**src/rtl/load_store_unit.sv**
```systemverilog
// Load/store unit: turns ALU-computed load/store requests into a handshaked
// data-memory bus transaction, formats load data, and stalls the pipeline
// until the access completes.
// Optional feature macro: LSU_TIMEOUT_EN (watchdog of TIMEOUT_CYCLES cycles
// spent in REQ+WAIT; on expiry the access ends with fault and load_data=0).
module load_store_unit #(
    parameter int unsigned TIMEOUT_CYCLES = 256
) (
    input  logic        clk,
    input  logic        rst_n,
    input  logic        req_valid,
    input  logic        req_we,
    input  logic [2:0]  req_funct3,
    input  logic [31:0] req_addr,
    input  logic [31:0] req_wdata,
    output logic        stall,
    output logic [31:0] load_data,
    output logic        load_valid,
    output logic        fault,
    output logic        bus_req,
    output logic        bus_we,
    output logic [31:0] bus_addr,
    output logic [31:0] bus_wdata,
    output logic [3:0]  bus_be,
    input  logic        bus_gnt,
    input  logic        bus_rvalid,
    input  logic [31:0] bus_rdata
);

    typedef enum logic [1:0] {
        ST_IDLE = 2'd0,
        ST_REQ  = 2'd1,
        ST_WAIT = 2'd2,
        ST_DONE = 2'd3
    } state_t;

    localparam logic [2:0] F3_B  = 3'b000;
    localparam logic [2:0] F3_H  = 3'b001;
    localparam logic [2:0] F3_W  = 3'b010;
    localparam logic [2:0] F3_BU = 3'b100;
    localparam logic [2:0] F3_HU = 3'b101;

`ifdef LSU_TIMEOUT_EN
    localparam int unsigned CNT_W = (TIMEOUT_CYCLES > 2) ? $clog2(TIMEOUT_CYCLES) : 1;
    logic [CNT_W-1:0] cnt_q, cnt_d;
`else
    localparam int unsigned unused_timeout_cycles = TIMEOUT_CYCLES;
`endif

    state_t      state_q, state_d;
    logic        bus_req_d, bus_we_d;
    logic [31:0] bus_addr_d, bus_wdata_d, load_data_d;
    logic [3:0]  bus_be_d;
    logic        load_valid_d;
    logic        fault_q, fault_d;
    logic [2:0]  funct3_q, funct3_d;
    logic [1:0]  offset_q, offset_d;
    logic        legal;

    // Access legality: supported funct3 and natural alignment for its size.
    function automatic logic access_legal(input logic we, input logic [2:0] f3,
                                          input logic [1:0] off);
        logic ok;
        ok = 1'b0;
        if (we) begin
            case (f3)
                F3_B:    ok = 1'b1;
                F3_H:    ok = ~off[0];
                F3_W:    ok = (off == 2'b00);
                default: ok = 1'b0;
            endcase
        end else begin
            case (f3)
                F3_B, F3_BU: ok = 1'b1;
                F3_H, F3_HU: ok = ~off[0];
                F3_W:        ok = (off == 2'b00);
                default:     ok = 1'b0;
            endcase
        end
        return ok;
    endfunction

    // Select the addressed byte/half from the bus word and extend it.
    function automatic logic [31:0] format_load(input logic [31:0] rdata,
                                                input logic [2:0] f3,
                                                input logic [1:0] off);
        logic [7:0]  b;
        logic [15:0] h;
        logic [31:0] r;
        b = rdata[{off, 3'b000} +: 8];
        h = off[1] ? rdata[31:16] : rdata[15:0];
        case (f3)
            F3_B:    r = {{24{b[7]}}, b};
            F3_H:    r = {{16{h[15]}}, h};
            F3_BU:   r = {24'b0, b};
            F3_HU:   r = {16'b0, h};
            default: r = rdata;
        endcase
        return r;
    endfunction

    assign legal = access_legal(req_we, req_funct3, req_addr[1:0]);

    // Next-state, registered-output next values and combinational stall/fault.
    always_comb begin
        state_d      = state_q;
        bus_req_d    = bus_req;
        bus_we_d     = bus_we;
        bus_addr_d   = bus_addr;
        bus_wdata_d  = bus_wdata;
        bus_be_d     = bus_be;
        load_data_d  = load_data;
        load_valid_d = 1'b0;
        fault_d      = 1'b0;
        funct3_d     = funct3_q;
        offset_d     = offset_q;
        stall        = 1'b0;
        fault        = fault_q;
`ifdef LSU_TIMEOUT_EN
        cnt_d        = (state_q == ST_REQ || state_q == ST_WAIT) ? cnt_q + CNT_W'(1) : '0;
`endif

        case (state_q)
            ST_IDLE: begin
                if (req_valid) begin
                    if (legal) begin
                        stall      = 1'b1;
                        state_d    = ST_REQ;
                        bus_req_d  = 1'b1;
                        bus_we_d   = req_we;
                        bus_addr_d = {req_addr[31:2], 2'b00};
                        funct3_d   = req_funct3;
                        offset_d   = req_addr[1:0];
                        if (req_we) begin
                            case (req_funct3[1:0])
                                2'b00: begin
                                    bus_be_d    = 4'b0001 << req_addr[1:0];
                                    bus_wdata_d = {4{req_wdata[7:0]}};
                                end
                                2'b01: begin
                                    bus_be_d    = req_addr[1] ? 4'b1100 : 4'b0011;
                                    bus_wdata_d = {2{req_wdata[15:0]}};
                                end
                                default: begin
                                    bus_be_d    = 4'b1111;
                                    bus_wdata_d = req_wdata;
                                end
                            endcase
                        end else begin
                            bus_be_d    = 4'b1111;
                            bus_wdata_d = 32'h0;
                        end
                    end else begin
                        fault = 1'b1;
                    end
                end
            end
            ST_REQ: begin
                stall = 1'b1;
                if (bus_gnt) begin
                    bus_req_d = 1'b0;
                    if (bus_we) begin
                        state_d = ST_DONE;
                    end else if (bus_rvalid) begin
                        load_data_d  = format_load(bus_rdata, funct3_q, offset_q);
                        load_valid_d = 1'b1;
                        state_d      = ST_DONE;
                    end else begin
                        state_d = ST_WAIT;
                    end
                end
            end
            ST_WAIT: begin
                stall = 1'b1;
                if (bus_rvalid) begin
                    load_data_d  = format_load(bus_rdata, funct3_q, offset_q);
                    load_valid_d = 1'b1;
                    state_d      = ST_DONE;
                end
            end
            ST_DONE: begin
                state_d = ST_IDLE;
            end
            default: begin
                state_d = ST_IDLE;
            end
        endcase

`ifdef LSU_TIMEOUT_EN
        // Watchdog expiry abandons the access unless it completes this cycle.
        if ((state_q == ST_REQ || state_q == ST_WAIT) && state_d != ST_DONE &&
            cnt_q == CNT_W'(TIMEOUT_CYCLES - 1)) begin
            state_d      = ST_DONE;
            bus_req_d    = 1'b0;
            load_data_d  = 32'h0;
            load_valid_d = ~bus_we;
            fault_d      = 1'b1;
        end
`endif

        // The processor must not be held or faulted while in reset.
        if (!rst_n) begin
            stall = 1'b0;
            fault = 1'b0;
        end
    end

    // State and registered outputs; reset drops any bus request immediately.
    always_ff @(posedge clk or negedge rst_n) begin
        if (!rst_n) begin
            state_q    <= ST_IDLE;
            bus_req    <= 1'b0;
            bus_we     <= 1'b0;
            bus_addr   <= 32'h0;
            bus_wdata  <= 32'h0;
            bus_be     <= 4'h0;
            load_data  <= 32'h0;
            load_valid <= 1'b0;
            fault_q    <= 1'b0;
            funct3_q   <= 3'b0;
            offset_q   <= 2'b0;
`ifdef LSU_TIMEOUT_EN
            cnt_q      <= '0;
`endif
        end else begin
            state_q    <= state_d;
            bus_req    <= bus_req_d;
            bus_we     <= bus_we_d;
            bus_addr   <= bus_addr_d;
            bus_wdata  <= bus_wdata_d;
            bus_be     <= bus_be_d;
            load_data  <= load_data_d;
            load_valid <= load_valid_d;
            fault_q    <= fault_d;
            funct3_q   <= funct3_d;
            offset_q   <= offset_d;
`ifdef LSU_TIMEOUT_EN
            cnt_q      <= cnt_d;
`endif
        end
    end

endmodule

```
**config.mk**
```make
export PLATFORM = sky130hd
export DESIGN_NAME = load_store_unit
export DESIGN_NICKNAME = d
export VERILOG_FILES = /design/src/rtl/load_store_unit.sv
export SDC_FILE = /design/constraint.sdc
export NUM_CORES = 1
export LEC_CHECK = 0
export ABC_CLOCK_PERIOD_IN_PS = 2200
export CAP_MARGIN = 0
export CORE_ASPECT_RATIO = 1.1
export CORE_UTILIZATION = 35
export CTS_CLUSTER_SIZE = 28
export DETAILED_ROUTE_END_ITERATION = 10
export PLACE_DENSITY_LB_ADDON = 0.25
export SLEW_MARGIN = 40
export SYNTH_ARGS = -nofsm -noshare
export SYNTH_HDL_FRONTEND = slang
export SYNTH_SLANG_ARGS = --single-unit
```
**constraint.sdc**
```tcl
create_clock -name clk -period 2.2 [get_ports clk]
set_input_delay 0.22 -clock clk [delete_from_list [all_inputs] [get_ports clk]]
set_output_delay 0.22 -clock clk [all_outputs]
set_load 0.02 [all_outputs]
```
==> out/results.txt <==
Critical Path Sink Type -> primary output
root buf cell -> clkbuf_16
worst-margin pin slew -> 0.677 ns
Max Freq -> 476 MHz
status -> finished, final reports clean
Pins Over Slew Limit -> 0
required time worst endpoint -> 1.98 ns
Max VDD drop -> 729 uV
Syn Inst Count -> 487
1st-iter DRT viols -> 334
library cells used by synthesis -> 48
crit-path max FO -> 3
residual DRC count -> 0
clock-pin slew of the registers on the worst-case setup and hold paths -> 0.07 ns
Arrival @ worst endpoint -> 1.88 ns
Maximum Capacitance Violations -> 0
Vias/cell -> 5.06
worst min path class -> in2async
worst reg2reg setup slack -> 0.28 ns
Static Leak -> 3.47 nW
Power Dens Cells -> 1340 nW/um^2
Die Span Y -> 130 um
CP Class -> in2out
endpoints failing setup -> 0
Layout area overhead -> 52.0%
Skew-Pair Late Insertion Delay -> 0.35 ns
post-CTS setup buffer count -> 0
Cell Rows -> 46
# H-tree levels -> 3
CTS Buffer Depth -> 2
DR vias -> 4544
Synth Area per Inst -> 10.7 um^2
WL/cell -> 17.5 um
# diodes -> 0
DIE AREA -> 15400 um^2
RR Endpoint -> load_data[20]
Period Utilization, post-route -> 95.5%
core area -> 14500 um^2
Ys Warns -> 0
nets -> 810
GRT Total Usage -> 20.9%
number of flops mapped to enable cells by yosys -> 0
dpl hpwl -> 11.6 mm
Starting Density -> 36.0%
Die W -> 118 um
IO buf count -> 207
CTS tree -> built
I/O pin cnt -> 210
Finished Layout Cells -> 898
first-pass detailed-route iteration total -> 5
clk sinks -> 108
Post-Route Skew -> 0.00877 ns
final wirelength -> 15.7 mm
largest net degree at the start of global routing -> 86
R2R depth -> 7
vias in the first global route -> 4792
total CTS buffers -> 9
placed cells -> 881
RSZ-0062 raised after global routing -> false
share of layout cells above drive strength 1 -> 11.2%
synthesized area -> 5220 um^2
antenna-violating nets left -> 0
Seq/Total Area, Yosys -> 51.8%
worst r2r src -> state_q[1]
total gr overflow -> 0
Final min period -> 2.10 ns
final setup TNS -> 0 ns
initial antenna violation count -> 0
async set or reset register ratio after synthesis -> 100%
Startpoint Class -> primary input
Hold Fails Final Rpt -> 0
Rel. slew slack -> 54.9%
Final GP Congestion -> 0.884
synthesized flop and latch total -> 108
global-route wire length before repair -> 25.1 mm
Synth Flop Type -> dfrtp_1
## kinds of logic (layout without fill, tap and decap cells)
family | count (synthesis) | count (layout) | synth area share, %
flops | 108 | 108 | 51.8
buf+inv | 43 | 261 | 3.69
compound gates | 98 | 98 | 12.6
simple gates | 157 | 157 | 14.8
fa+ha+maj | 4 | 4 | 0.959
mux | 76 | 76 | 16.0
other cells | 1 | 2 | 0.0719
## cell usage in the layout (no fill, tap or decap), drive strengths merged, types with 2 or more instances in the layout
cell type and instances:
a2bb2oi 2, buf 29, a31oi 8, o21ai 33, o211a 2, a22o 8, o31ai 2, nor2 32
dlygate4sd2 2, ha 4, mux2 51, nand3 32, o21a 4, nand2 69, a221oi 2, dfrtp 108
a22oi 7, o21bai 2, conb 2, a211oi 8, or3 2, clkbuf 12, o22a 7, a21oi 9
nand2b 2, nor2b 4, nor3b 9, clkdlybuf4s50 204, inv 12, mux2i 24
## cell usage after synthesis, types with 2 or more instances
cell type    n  area share, %
o21ai_1     28            2.7
nor2b_1      4           0.48
nand2b_1     2           0.24
a211oi_1     8            1.2
mux2i_1     24            4.6
nand2_1     69            5.0
dfrtp_1    108             52
or3_1        2           0.24
mux2_1      36            7.8
a22o_1       8            1.3
o21a_1       4           0.58
o31ai_1      2           0.29
o22a_1       7            1.2
nand3_1     22            2.1
ha_1         4           0.96
nor2_1      31            2.2
o21ai_0      5           0.48
buf_2       13            1.2
a2bb2oi_1    2           0.34
a21oi_1      9           0.86
o21bai_1     2           0.29
nand3_2     10            1.9
clkbuf_1    15            1.1
o211a_1      2           0.38
mux2_2      15            3.2
buf_1        4           0.29
inv_1        8           0.58
buf_4        2           0.29
a22oi_1      7            1.0
nor3b_1      9            1.3
a31oi_1      8           0.96
## worst max-delay path, cell delays in order
cell	delay [ns]
clkdlybuf4s50_1	0.49
nor4_2	0.36
nor2_1	0.13
nor2_1	0.17
o211a_1	0.15
dlygate4sd2_1	0.36
## power by group
| part | total (mW) | switching (mW) | internal, mW | leakage [nW] |
|---|---|---|---|---|
| Combinational | 5.54 | 2.82 | 2.72 | 1.99 |
| Clock | 1.60 | 0.752 | 0.846 | 0.147 |
| Sequential | 3.48 | 0.555 | 2.92 | 1.33 |
| Total | 10.6 | 4.13 | 6.49 | 3.47 |
## flip-flops by register name, indices dropped and copies added, names as in the netlist
name        cells
bus_be          4
bus_req         1
load_valid      1
offset_q        2
bus_wdata      32
state_q         2
funct3_q        3
bus_addr       30
load_data      32
bus_we          1
## repair_timing
action	in CTS	in global routing
gates resized for setup	2	0
hold endpoints to repair	23	0
setup endpoints to repair	2	0
hold buffers	1	0
## how the worst max path moves through the flow
stage	start	to	depth (start not counted)
global route	state_q[0]	stall	6
finish	req_addr[0]	stall	6
floorplan	state_q[1]	load_data[21]	8
detailed placement	req_addr[0]	stall	6
CTS	req_addr[0]	stall	6
global placement	req_we	stall	6
## metrics by stage
stage          worst slack [ns]  hold slack (ns)  total power [mW]  area (um^2)  utilization, %
6_report                 0.0983            0.271              10.6         7930            54.7
3_5_place_dp             -0.195           0.0367              9.09         7630            52.6
5_1_grt                 0.00430            0.270              11.3         7930            54.7
2_1_floorplan             0.359          -0.0756              6.39         5220               -
4_1_cts                  0.0716            0.261              10.7         7930            54.7
3_3_place_gp             -0.164           0.0351              8.97         7630            52.6
## metal layers
layer,part of all wire (%),vias to the layer above,GRT usage (%)
met4,0.73,0,4.62
met1,42,2189,25.3
met5,0,-,0
li1,-,2150,-
met3,8.8,10,7.21
met2,48,195,36.0
## area by class of cell
| type | instances | area (um^2) |
|---|---|---|
| multi-input combinational | 337 | 2340 |
| sequential | 108 | 2700 |
| tap | 192 | 240 |
| fill | 1304 | 6570 |
| clock buffer | 11 | 253 |
| clock inverter | 5 | 40.0 |
| inverter | 8 | 30.0 |
| timing repair buffer | 237 | 2330 |
(Power assumes the default switching activity.)
